## config.mk

```make
export PLATFORM = sky130hd
export DESIGN_NAME = reg_scoreboard
export DESIGN_NICKNAME = d
export VERILOG_FILES = /design/src/rtl/reg_scoreboard.sv
export SDC_FILE = /design/constraint.sdc
export NUM_CORES = 1
export LEC_CHECK = 0
export BUFFER_PORTS_ARGS = -buffer_cell sky130_fd_sc_hd__buf_4
export CAP_MARGIN = 20
export CORE_UTILIZATION = 61
export CTS_CLUSTER_DIAMETER = 50
export DETAILED_ROUTE_END_ITERATION = 7
export PLACE_DENSITY = 0.82
export SYNTH_ARGS = -nofsm -noshare
export SYNTH_HDL_FRONTEND = slang
export SYNTH_SLANG_ARGS = --single-unit
```

## constraint.sdc

```tcl
create_clock -name clk -period 4.4 [get_ports clk]
set_input_delay 0.66 -clock clk [delete_from_list [all_inputs] [get_ports clk]]
set_output_delay 0.66 -clock clk [all_outputs]
set_load 0.02 [all_outputs]
```

## src/rtl/reg_scoreboard.sv

```systemverilog
`default_nettype none
// ============================================================================
// Module   : reg_scoreboard
// Purpose  : Per-register pending-write scoreboard that raises a decode stall
//            on RAW hazards and on per-register counter saturation.
// Revision : 1.0  initial release
// ============================================================================
module reg_scoreboard #(
    parameter int NREG  = 32,
    parameter int CNT_W = 2,
    parameter int TOT_W = 6
) (
    input  logic             clk,
    input  logic             rst_n,
    input  logic             issue_valid,
    input  logic             issue_regwr,
    input  logic [4:0]       issue_rd,
    input  logic [4:0]       issue_rs1,
    input  logic [4:0]       issue_rs2,
    input  logic             issue_use_rs1,
    input  logic             issue_use_rs2,
    input  logic             wb_valid,
    input  logic             wb_regwr,
    input  logic [4:0]       wb_rd,
    input  logic             flush,
    output logic             stall,
    output logic [NREG-1:0]  busy_vec,
    output logic [TOT_W-1:0] inflight,
    output logic             err
);

    localparam int AW = 5;

    logic [NREG-1:0][CNT_W-1:0] cnt_q, cnt_d;
    logic [TOT_W-1:0]           inflight_q, inflight_d;
    logic                       err_q, err_d;

    logic             w_wb_fire, w_iss_fire, w_same_reg;
    logic             w_pend_rs1, w_pend_rs2, w_waw, w_accept;
    logic [CNT_W-1:0] w_cnt_rs1, w_cnt_rs2, w_cnt_rd, w_cnt_wb;
    logic             w_inc_eff, w_dec_eff;

    assign w_cnt_rs1 = cnt_q[issue_rs1];
    assign w_cnt_rs2 = cnt_q[issue_rs2];
    assign w_cnt_rd  = cnt_q[issue_rd];
    assign w_cnt_wb  = cnt_q[wb_rd];

    assign w_wb_fire = wb_valid && wb_regwr && (wb_rd != '0);

    // A register whose last outstanding write retires this cycle is readable,
    // since the register file writes before it is read.
    assign w_pend_rs1 = (issue_rs1 != '0) && (w_cnt_rs1 != '0) &&
                        !(w_wb_fire && (wb_rd == issue_rs1) && (w_cnt_rs1 == CNT_W'(1)));
    assign w_pend_rs2 = (issue_rs2 != '0) && (w_cnt_rs2 != '0) &&
                        !(w_wb_fire && (wb_rd == issue_rs2) && (w_cnt_rs2 == CNT_W'(1)));
    assign w_waw      = issue_regwr && (issue_rd != '0) && (&w_cnt_rd) &&
                        !(w_wb_fire && (wb_rd == issue_rd));

    assign stall = issue_valid && !flush &&
                   ((issue_use_rs1 && w_pend_rs1) || (issue_use_rs2 && w_pend_rs2) || w_waw);

    assign w_accept   = issue_valid && !stall && !flush;
    assign w_iss_fire = w_accept && issue_regwr && (issue_rd != '0);
    assign w_same_reg = w_iss_fire && w_wb_fire && (issue_rd == wb_rd);

    assign w_inc_eff = w_iss_fire && !w_same_reg;
    assign w_dec_eff = w_wb_fire && !w_same_reg && (w_cnt_wb != '0);

    always_comb begin
        for (int i = 0; i < NREG; i++) begin
            cnt_d[i] = cnt_q[i];
            if (flush) begin
                cnt_d[i] = '0;
            end else if (w_inc_eff && (issue_rd == AW'(i))) begin
                cnt_d[i] = cnt_q[i] + CNT_W'(1);
            end else if (w_dec_eff && (wb_rd == AW'(i))) begin
                cnt_d[i] = cnt_q[i] - CNT_W'(1);
            end
        end

        inflight_d = inflight_q;
        err_d      = err_q;
        if (flush) begin
            inflight_d = '0;
            err_d      = 1'b0;
        end else begin
            if (w_inc_eff && !w_dec_eff) begin
                inflight_d = inflight_q + TOT_W'(1);
            end else if (!w_inc_eff && w_dec_eff) begin
                inflight_d = inflight_q - TOT_W'(1);
            end
            // Retiring a write nobody issued is sticky until the next flush.
            if (w_wb_fire && !w_same_reg && (w_cnt_wb == '0)) begin
                err_d = 1'b1;
            end
        end
    end

    always_ff @(posedge clk or negedge rst_n) begin
        if (!rst_n) begin
            cnt_q      <= '0;
            inflight_q <= '0;
            err_q      <= 1'b0;
        end else begin
            cnt_q      <= cnt_d;
            inflight_q <= inflight_d;
            err_q      <= err_d;
        end
    end

    for (genvar gi = 0; gi < NREG; gi++) begin : g_busy
        assign busy_vec[gi] = |cnt_q[gi];
    end

    assign inflight = inflight_q;
    assign err      = err_q;

endmodule
`default_nettype wire

```

==> summary.txt, run 1 <==
Clock tree
  • Clock Latency Late Sink: 0.38 ns
  • CTS Buffer Depth: 2
  • Cts bufs inserted: 9
  • Hold buffer count at cts: 0
  • Clock-pin slew on the worst setup and hold paths: 0.08 ns
  • Post-cts sizing count: 0
  • CTS H-tree depth: 3
  • CTS tree: yes
  • Post-CTS Setup Bufs: 0
  • Clk sinks: 71
  • Root buf cell: clkbuf_8

Worst setup path
  • Slowest cell on crit path: mux4_2
  • Crit start category: flop
  • Cell Chain, Critical Path: or2_1 -> mux4_2 -> mux2_2 -> mux4_2 -> o21ai_1 -> nand2_1 -> ha_1 -> a21o_1 -> a21o_1 -> a21o_1 -> a21oi_1 -> nand2_1 -> o22a_1 -> mux2_2
  • CP dominant cell by count: a21o_1
  • Max FO, Critical Path: 6
  • CP endpoint kind: flop
  • Arr. time, crit path: roughly 4.5 ns
  • Req. time, crit path: 4.67 ns
  • CP Class: reg2reg
  • Max incr delay on CP: around 0.51 ns

Global route
  • First-pass GRT wire length: between 30,000 and 40,000 um
  • Remaining global-route overflow: 0
  • Largest net degree at the start of global routing: 72
  • Vias in the first global route: 6,398
  • Gr usage total: 0.453
  • Antenna violations before repair: 0

Logic synthesis
  • Register area share after synthesis: 0.268
  • Yosys warnings: 0
  • Post-synth top flop: dfrtp_1
  • EDFF count, synth: 0
  • Number of synthesized register bits: 71
  • Synth cell types: between 70 and 80
  • Syn Area/Cell: 9.38 um2
  • Synthesized instance count: 708
  • Synth Cell Area: 6640 um2
  • Synth async-reset ratio: 1.00
  • Syn Nets: ~740

STA
  • Fin crit share: 0.949
  • Fin Clk Skew: 0.0112 ns
  • Minimum clock period after layout: approximately 4.2 ns
  • Setup violators final: 0
  • Fin Setup TNS: 0 ns
  • Slew Viols, Final: 0
  • RSZ-0062 raised after global routing: no
  • Relative slew slack: 0.301
  • Final Hold Viols: 0
  • Fmax: 0.239 GHz
  • Worst-Margin Slew: 1.05 ns

Die
  • Die Y: approximately 110 um
  • Die area: 11,300 um2
  • Core Rows: 37
  • Core area: between 10,000 and 15,000 um2
  • Initial Utilization: 0.637
  • Die X: between 100 and 150 um
  • Io pins: 69

Cells and area
  • Diodes inserted: 0
  • Post-route insts no fill: between 900 and 1,000
  • Commonest non-fill, non-tap cell in the layout: buf_4
  • Commonest non-fill, non-tap cells in the layout: buf_4 (125), dfrtp_1 (71), mux2i_1 (61)
  • Area grow syn2layout: 14.8%
  • Final Net Count: between 800 and 900
  • Share of cells above drive strength 1: 0.291

Power and ir drop
  • Maximum VDD drop: between 200 and 250 uV
  • Static leakage: 3.47 nW
  • PwrDens: 188 nW/um2

Placed design
  • DP HPWL: 18,700 um
  • GP Congestion: 1.05
  • I/O Buffers: 68
  • Placed insts: 917

Drt
  • Post-route ant nets: 0
  • DRT Pass-1 Iters: 8
  • DR iter-0 viols: between 800 and 900
  • Via-to-Cell Ratio: 7.14
  • Final WL: 24,800 um
  • Avg WL per Cell: ~27 um
  • Vias: 6,666
  • Drt drc: 0

Outcome
  • Status: finished clean

Min path
  • Hold WC Path Type: in2async

Run
  • MaxCap Viol Count: 0
[flip-flops by register name, summed over array words and instances (netlist names)]
signal and cells:
cnt_q 64, err 1, inflight 6
[layer usage]
layer	up-vias	track usage	share of wire
met3	126	0.0993	0.11
met4	0	0.247	0.061
met5	-	0	0
met2	506	0.726	0.46
met1	3216	0.569	0.36
li1	2818	-	-
[cell type report]
class | instances | area, um2
multi-input combinational | 559 | 4480
clock inverter | 4 | 22.5
timing repair buffer | 125 | 938
sequential | 71 | 1780
clock buffer | 12 | 135
inverter | 26 | 97.6
fill | 788 | 2790
tap | 136 | 170
[critical path, delay by kind of cell (launching register included)]
| family | cells | cell delay [ns] |
|---|---|---|
| adder cells (fa/ha/maj) | 1 | 0.32 |
| multiplexers | 4 | 1.56 |
| AO/OA/AOI/OAI | 6 | 1.19 |
| AND/OR/NAND/NOR | 3 | 0.55 |
| flip-flops | 1 | 0.45 |
[synth_stat cells, drive strengths merged, types with 2 or more instances]
master	number	area [um2]
a2111oi	3	70.1
a211o	10	87.6
a21o	5	37.5
a21oi	39	195
a22oi	28	210
a2bb2oi	6	52.6
a31oi	4	25.0
and2	5	31.3
and3	5	31.3
and3b	2	17.5
and4	2	20.0
buf	32	206
clkbuf	20	76.3
dfrtp	71	1780
ha	5	62.6
inv	26	97.6
mux2	11	124
mux2i	62	633
mux4	41	935
nand2	60	228
nand2b	3	18.8
nand3	25	125
nand4	19	119
nor2	36	140
nor2b	17	106
nor3	8	61.3
nor3b	4	30.0
nor4	5	31.3
o2111ai	4	35.0
o211ai	13	103
o21ai	29	149
o21bai	3	22.5
o22ai	2	12.5
o2bb2ai	3	26.3
o311ai	3	26.3
o32ai	6	52.6
or2	59	369
or4	2	15.0
xnor2	10	87.6
xor2	9	78.8
[worst paths after layout]
path,from,end,slack [ns],cells after the start
min reg2reg,err,err,0.55,2
min in group clk,err,err,0.55,2
min,rst_n,inflight[0],0.41,1
max,cnt_q[9],inflight[5],0.22,14
max reg2reg,cnt_q[9],inflight[5],0.22,14
max in group asynchronous,rst_n,cnt_q[33],3.34,1
[per-stage QoR]
stage                     utilization  total power, mW  setup WS (ns)  hold slack, ns  area (um2)
after floorplan                     -            0.870          0.214           0.364        6640
after global placement          0.717            0.969          0.118           0.518        7460
after detailed placement        0.717            0.976         0.0425           0.522        7460
after CTS                       0.732             1.43          0.289           0.451        7620
after global routing            0.732             1.47         0.0299           0.500        7620
final                           0.732             1.44          0.224           0.410        7620
[kinds of logic after synthesis]
logic type,after synthesis,synth area share
AND/OR/NAND/NOR,254,0.205
AO/OA/AOI/OAI,166,0.177
multiplexers,114,0.255
buffers and inverters,78,0.0573
flip-flops,71,0.268
XOR/XNOR,19,0.0251
adder cells (fa/ha/maj),6,0.0124
[report_power, final]
part	switching (mW)	internal, mW
Clock	0.262	0.202
Sequential	0.00544	0.656
Combinational	0.195	0.116
Total	0.462	0.975
Note: power is estimated with default switching activity, not from simulation.
==> run 2: changes to the inputs <==
CORE_UTILIZATION = 50   (was 61)
PLACE_DENSITY = 0.69   (was 0.82)
==> run 2 against run 1 <==
Compared with the run above: final cell count up 3.9%; combinational power grew 2%; worst setup slack improved by 0.056 ns; clock skew shrank 0.0062 ns.
==> summary.txt, run 2 (synthesis results as in run 1) <==
STA
  • Fin crit share: 0.936
  • Fin Setup TNS: 0 ns
  • Fin Clk Skew: 0.00501 ns
  • Worst Slack Setup Final: ~0.28 ns
  • Fmax: between 0.2 and 0.25 GHz
  • Minimum clock period after layout: 4.12 ns
  • Relative slew slack: 0.296
  • Worst-Margin Slew: 1.05 ns
  • RSZ-0062 raised after global routing: no
  • Final Hold Viols: 0
  • Slew Viols, Final: 0
  • Setup violators final: 0
  • Hold_ws: 0.455 ns

Clock tree
  • Post-cts sizing count: 0
  • Root buf cell: clkbuf_16
  • Cts bufs inserted: 9
  • Post-CTS Setup Bufs: 0
  • CTS Buffer Depth: 2
  • Hold buffer count at cts: 0
  • Clk sinks: 71
  • Clock-pin slew on the worst setup and hold paths: 0.06 ns
  • CTS H-tree depth: 3
  • Clock Latency Late Sink: 0.36 ns
  • CTS tree: yes

Drt
  • Vias: about 6,600
  • Avg WL per Cell: 27.0 um
  • Final WL: ~26,000 um
  • DR iter-0 viols: 662
  • Via-to-Cell Ratio: just under 7
  • Drt drc: 0
  • DRT Pass-1 Iters: 7
  • Post-route ant nets: 0

Global route
  • Remaining global-route overflow: 0
  • Vias in the first global route: 6,420
  • Largest net degree at the start of global routing: roughly 70
  • Antenna violations before repair: 0
  • First-pass GRT wire length: about 39,000 um
  • Gr usage total: 0.399

Cells and area
  • Reg with most FFs: cnt_q
  • Layout fillers: 1,106
  • Util after Layout: 0.612
  • Area grow syn2layout: 17.8%
  • Final Net Count: 827
  • Share of cells above drive strength 1: 0.294
  • Max FFs per register: 64
  • Diodes inserted: 0
  • Commonest non-fill, non-tap cell in the layout: buf_4
  • Commonest non-fill, non-tap cells in the layout: buf_4 (125), dfrtp_1 (71), mux2i_1 (61)
  • Post-route insts no fill: 969
  • Final Instance Area: 7820 um2

Power and ir drop
  • Final Power: 1.79 mW
  • Net Sw Frac: 0.288
  • Maximum VDD drop: 180 uV
  • PwrDens: 229 nW/um2
  • Net Switching: slightly above 0.5 mW
  • Internal Dissipation: 1.27 mW
  • Power share of the sequential group: 0.370
  • Clk pwr share: 0.452
  • Gate power share: 0.178
  • Static leakage: about 3.5 nW

Die
  • Die X: 117 um
  • Initial Utilization: 0.520
  • Die area: 13,700 um2
  • Core Rows: 41
  • Die Y: 117 um
  • Core area: 12,800 um2
  • Io pins: 69

Worst setup path
  • R2r startpoint: cnt_q[61]
  • RR Endpoint: inflight[5]
  • Slowest cell on crit path: mux4_2
  • CP dominant cell by count: a21o_1
  • Critical path destination: inflight[5]
  • Max incr delay on CP: 0.52 ns
  • Crit start category: flop
  • Reg2reg setup slack: 0.28 ns
  • CP endpoint kind: flop
  • Worst Setup SP: cnt_q[61]
  • Cell Chain, Critical Path: or2_1 -> mux4_2 -> mux2_2 -> mux4_2 -> o21ai_1 -> nand2_1 -> ha_1 -> a21o_1 -> a21o_1 -> a21o_1 -> a21oi_1 -> nand2_1 -> o22a_1 -> mux2_2
  • Max FO, Critical Path: 6
  • Arr. time, crit path: between 4 and 5 ns
  • CP Class: reg2reg
  • Req. time, crit path: 4.64 ns
  • R2R cell count: 14

Placed design
  • GP Congestion: ~1.0
  • Setup slack at placement: 0.0607 ns
  • DP HPWL: between 15,000 and 20,000 um
  • Post-place instance area: 7510 um2
  • Placed insts: roughly 950
  • I/O Buffers: 68

Outcome
  • Status: finished clean

Run
  • MaxCap Viol Count: 0

Min path
  • Hold WC Path Type: in2async
[run 2: power by group through the flow]
stage | registers (mW) | logic, mW | clock network, mW
finish | 0.662 | 0.318 | 0.807
global route | 0.662 | 0.337 | 0.843
CTS | 0.662 | 0.313 | 0.812
detailed placement | 0.674 | 0.312 | 0
global placement | 0.674 | 0.306 | 0
floorplan | 0.678 | 0.192 | 0
[run 2: layout make-up]
type / count / area, um2 / share of cell area
Clock buffer: 10 / 229 / 0.0293
Clock inverter: 6 / 85.1 / 0.0109
Inverter: 26 / 97.6 / 0.0125
Multi-Input combinational cell: 559 / 4480 / 0.573
Sequential cell: 71 / 1780 / 0.227
Tap cell: 172 / 215 / 0.0275
Timing Repair Buffer: 125 / 938 / 0.120
[run 2: worst min path at each step]
stage	start	endpoint	slack, ns	cells after the start
finish	rst_n	inflight[2]	0.45	1
global route	rst_n	inflight[2]	0.53	1
CTS	rst_n	inflight[3]	0.49	1
detailed placement	err	err	0.50	2
global placement	err	err	0.48	2
floorplan	rst_n	cnt_q[0]	0.36	0
[run 2: worst max-delay path: cells and delay by family, from the launching register on]
kind	cells	cell delay (ns)
multiplexers	4	1.53
AO/OA/AOI/OAI	6	1.10
AND/OR/NAND/NOR	3	0.55
flip-flops	1	0.50
adder cells (fa/ha/maj)	1	0.31
[run 2: metal layers]
| metal | global-route usage | wire length [um] | vias to the layer above |
|---|---|---|---|
| met3 | 0.0808 | 2450 | 81 |
| met5 | 0 | 0 | - |
| met4 | 0.206 | 1280 | 0 |
| met2 | 0.642 | 12300 | 433 |
| li1 | - | - | 2817 |
| met1 | 0.509 | 10200 | 3257 |
==> run 3: changes to the inputs <==
BUFFER_PORTS_ARGS = unset   (was -buffer_cell sky130_fd_sc_hd__buf_4)
DONT_BUFFER_PORTS = 1   (was unset)
PLACE_DENSITY = unset   (was 0.69)
==> run 3 against run 2 <==
Compared with the run above: via count shrank 4.5%; wire length shrank 5.3%; sequential share of layout area grew 2.0 points; final cell count shrank 8.3%; fmax grew 0.74%; register-to-register slack gained 0.03 ns; clock skew is essentially flat; final area shrank 8.3%; die area is the same; non-clock buffer count shrank 79; highest routed layer unchanged.
==> summary.txt, run 3 (synthesis results as in run 1) <==
Clock tree
  • Hold buffer count at cts: 0
  • CTS Buffer Depth: 2
  • Post-cts sizing count: 0
  • Clk sinks: 71
  • CTS H-tree depth: 3
  • CTS tree: yes
  • Root buf cell: clkbuf_16
  • Cts bufs inserted: 9
  • Post-CTS Setup Bufs: 0
  • Clock-pin slew on the worst setup and hold paths: 0.06 ns
  • Clock Latency Late Sink: between 0.3 and 0.4 ns

Run
  • MaxCap Viol Count: 0

Drt
  • Post-route ant nets: 0
  • Avg WL per Cell: 27.9 um
  • Final WL: 24,800 um
  • Vias: 6,291
  • Via-to-Cell Ratio: 7.08
  • DRT Pass-1 Iters: 5
  • DR iter-0 viols: roughly 660
  • Drt drc: 0

Worst setup path
  • CP endpoint kind: flop
  • Max FO, Critical Path: 6
  • Arr. time, crit path: around 4.3 ns
  • Crit start category: flop
  • Req. time, crit path: ~4.6 ns
  • CP Class: reg2reg

Die
  • Core Rows: 41
  • Initial Utilization: 0.520
  • Die X: approximately 120 um
  • Die area: 13,700 um2
  • Io pins: 69
  • Die Y: 117 um
  • Core area: 12,800 um2

Power and ir drop
  • PwrDens: approximately 210 nW/um2
  • Maximum VDD drop: around 130 uV
  • Static leakage: around 3.1 nW

Placed design
  • GP Congestion: between 1 and 1.5
  • Post-place instance area: between 6000 and 7000 um2
  • I/O Buffers: 0
  • DP HPWL: roughly 18,000 um

STA
  • Fin Clk Skew: 0.00525 ns
  • Final Hold Viols: 0
  • Relative slew slack: 0.294
  • Minimum clock period after layout: between 4 and 5 ns
  • Worst-Margin Slew: roughly 1.1 ns
  • Fin crit share: 0.929
  • Setup violators final: 0
  • RSZ-0062 raised after global routing: no
  • Fin Setup TNS: 0 ns
  • Slew Viols, Final: 0
  • Fmax: 0.245 GHz

Cells and area
  • Reg with most FFs: cnt_q
  • Max FFs per register: 64
  • Util after Layout: 0.562
  • Share of cells above drive strength 1: 0.216
  • Final Net Count: between 700 and 800
  • Commonest non-fill, non-tap cell in the layout: dfrtp_1
  • Final Instance Area: 7180 um2
  • Area grow syn2layout: 8.12%
  • Diodes inserted: 0
  • Commonest non-fill, non-tap cells in the layout: dfrtp_1 (71), mux2i_1 (61), nand2_1 (59)

Global route
  • Met3 Use GR: 0.0942
  • Antenna violations before repair: 0
  • Largest net degree at the start of global routing: 72
  • First-pass GRT wire length: around 37,000 um
  • GR Layer Usage met2: 0.558
  • Remaining global-route overflow: 0
  • Met1 GRT Util: 0.520
  • GRT busiest layer: met2
  • Vias in the first global route: 5,807
  • Gr usage total: 0.376

Outcome
  • Status: finished clean

Min path
  • Hold WC Path Type: in2async
## run 3: changes by cell type in the layout (fill, tap and decap cells not counted)
cell       delta
clkinv_4      +1
clkinv_2      +1
buf_4        -80
bufinv_16     -2
buf_2         +1
clkbuf_1      -1
## run 3: worst max-delay path, cell delays in order (launching register included)
cell	delay, ns
dfrtp_1	0.47
or2_1	0.32
mux4_2	0.48
mux2_2	0.27
mux4_2	0.52
o21ai_1	0.19
nand2_1	0.11
buf_4	0.17
ha_1	0.33
a21o_1	0.20
a21o_1	0.18
a21oi_1	0.17
nand2_1	0.08
o22a_1	0.22
mux2_2	0.26
## run 3: per-stage QoR
step | instances | setup WS [ns] | total power [mW] | hold slack, ns
after CTS | 888 | 0.346 | 1.54 | 0.00181
after global routing | 889 | 0.156 | 1.57 | 0.00372
final | 889 | 0.310 | 1.53 | 0.00746
after global placement | 873 | 0.335 | 0.862 | 0.366
after detailed placement | 873 | 0.238 | 0.865 | 0.366
after floorplan | 708 | 0.214 | 0.870 | 0.364
## run 3: final timing paths
| path | slack (ns) | start | depth (start not counted) | end |
|---|---|---|---|---|
| max reg2reg | 0.31 | cnt_q[54] | 14 | inflight[5] |
| min | 0.007 | rst_n | 0 | cnt_q[8] |
| min reg2reg | 0.59 | cnt_q[1] | 2 | cnt_q[1] |
| max | 0.31 | cnt_q[54] | 14 | inflight[5] |
| max in group asynchronous | 4.28 | rst_n | 0 | cnt_q[51] |
| min in group clk | 0.38 | flush | 1 | inflight[3] |
## run 3: where the power goes
part           leakage (nW)  internal (mW)  switching [mW]
Sequential            0.990          0.657          0.0104
Combinational          1.99         0.0866           0.103
Clock                 0.127          0.376           0.297
Total                  3.11           1.12           0.411
## run 3: cell type report
type | count | area [um2]
inverter | 26 | 97.6
multi-input combinational | 559 | 4480
timing repair buffer | 46 | 343
fill | 1137 | 5600
tap | 172 | 215
sequential | 71 | 1780
clock buffer | 9 | 225
clock inverter | 6 | 38.8
## run 3: metal layers
| layer | part of all wire | wire, um |
|---|---|---|
| met1 | 0.41 | 10000 |
| met2 | 0.44 | 10900 |
| met3 | 0.12 | 2870 |
| met4 | 0.041 | 1000 |
| met5 | 0 | 0 |
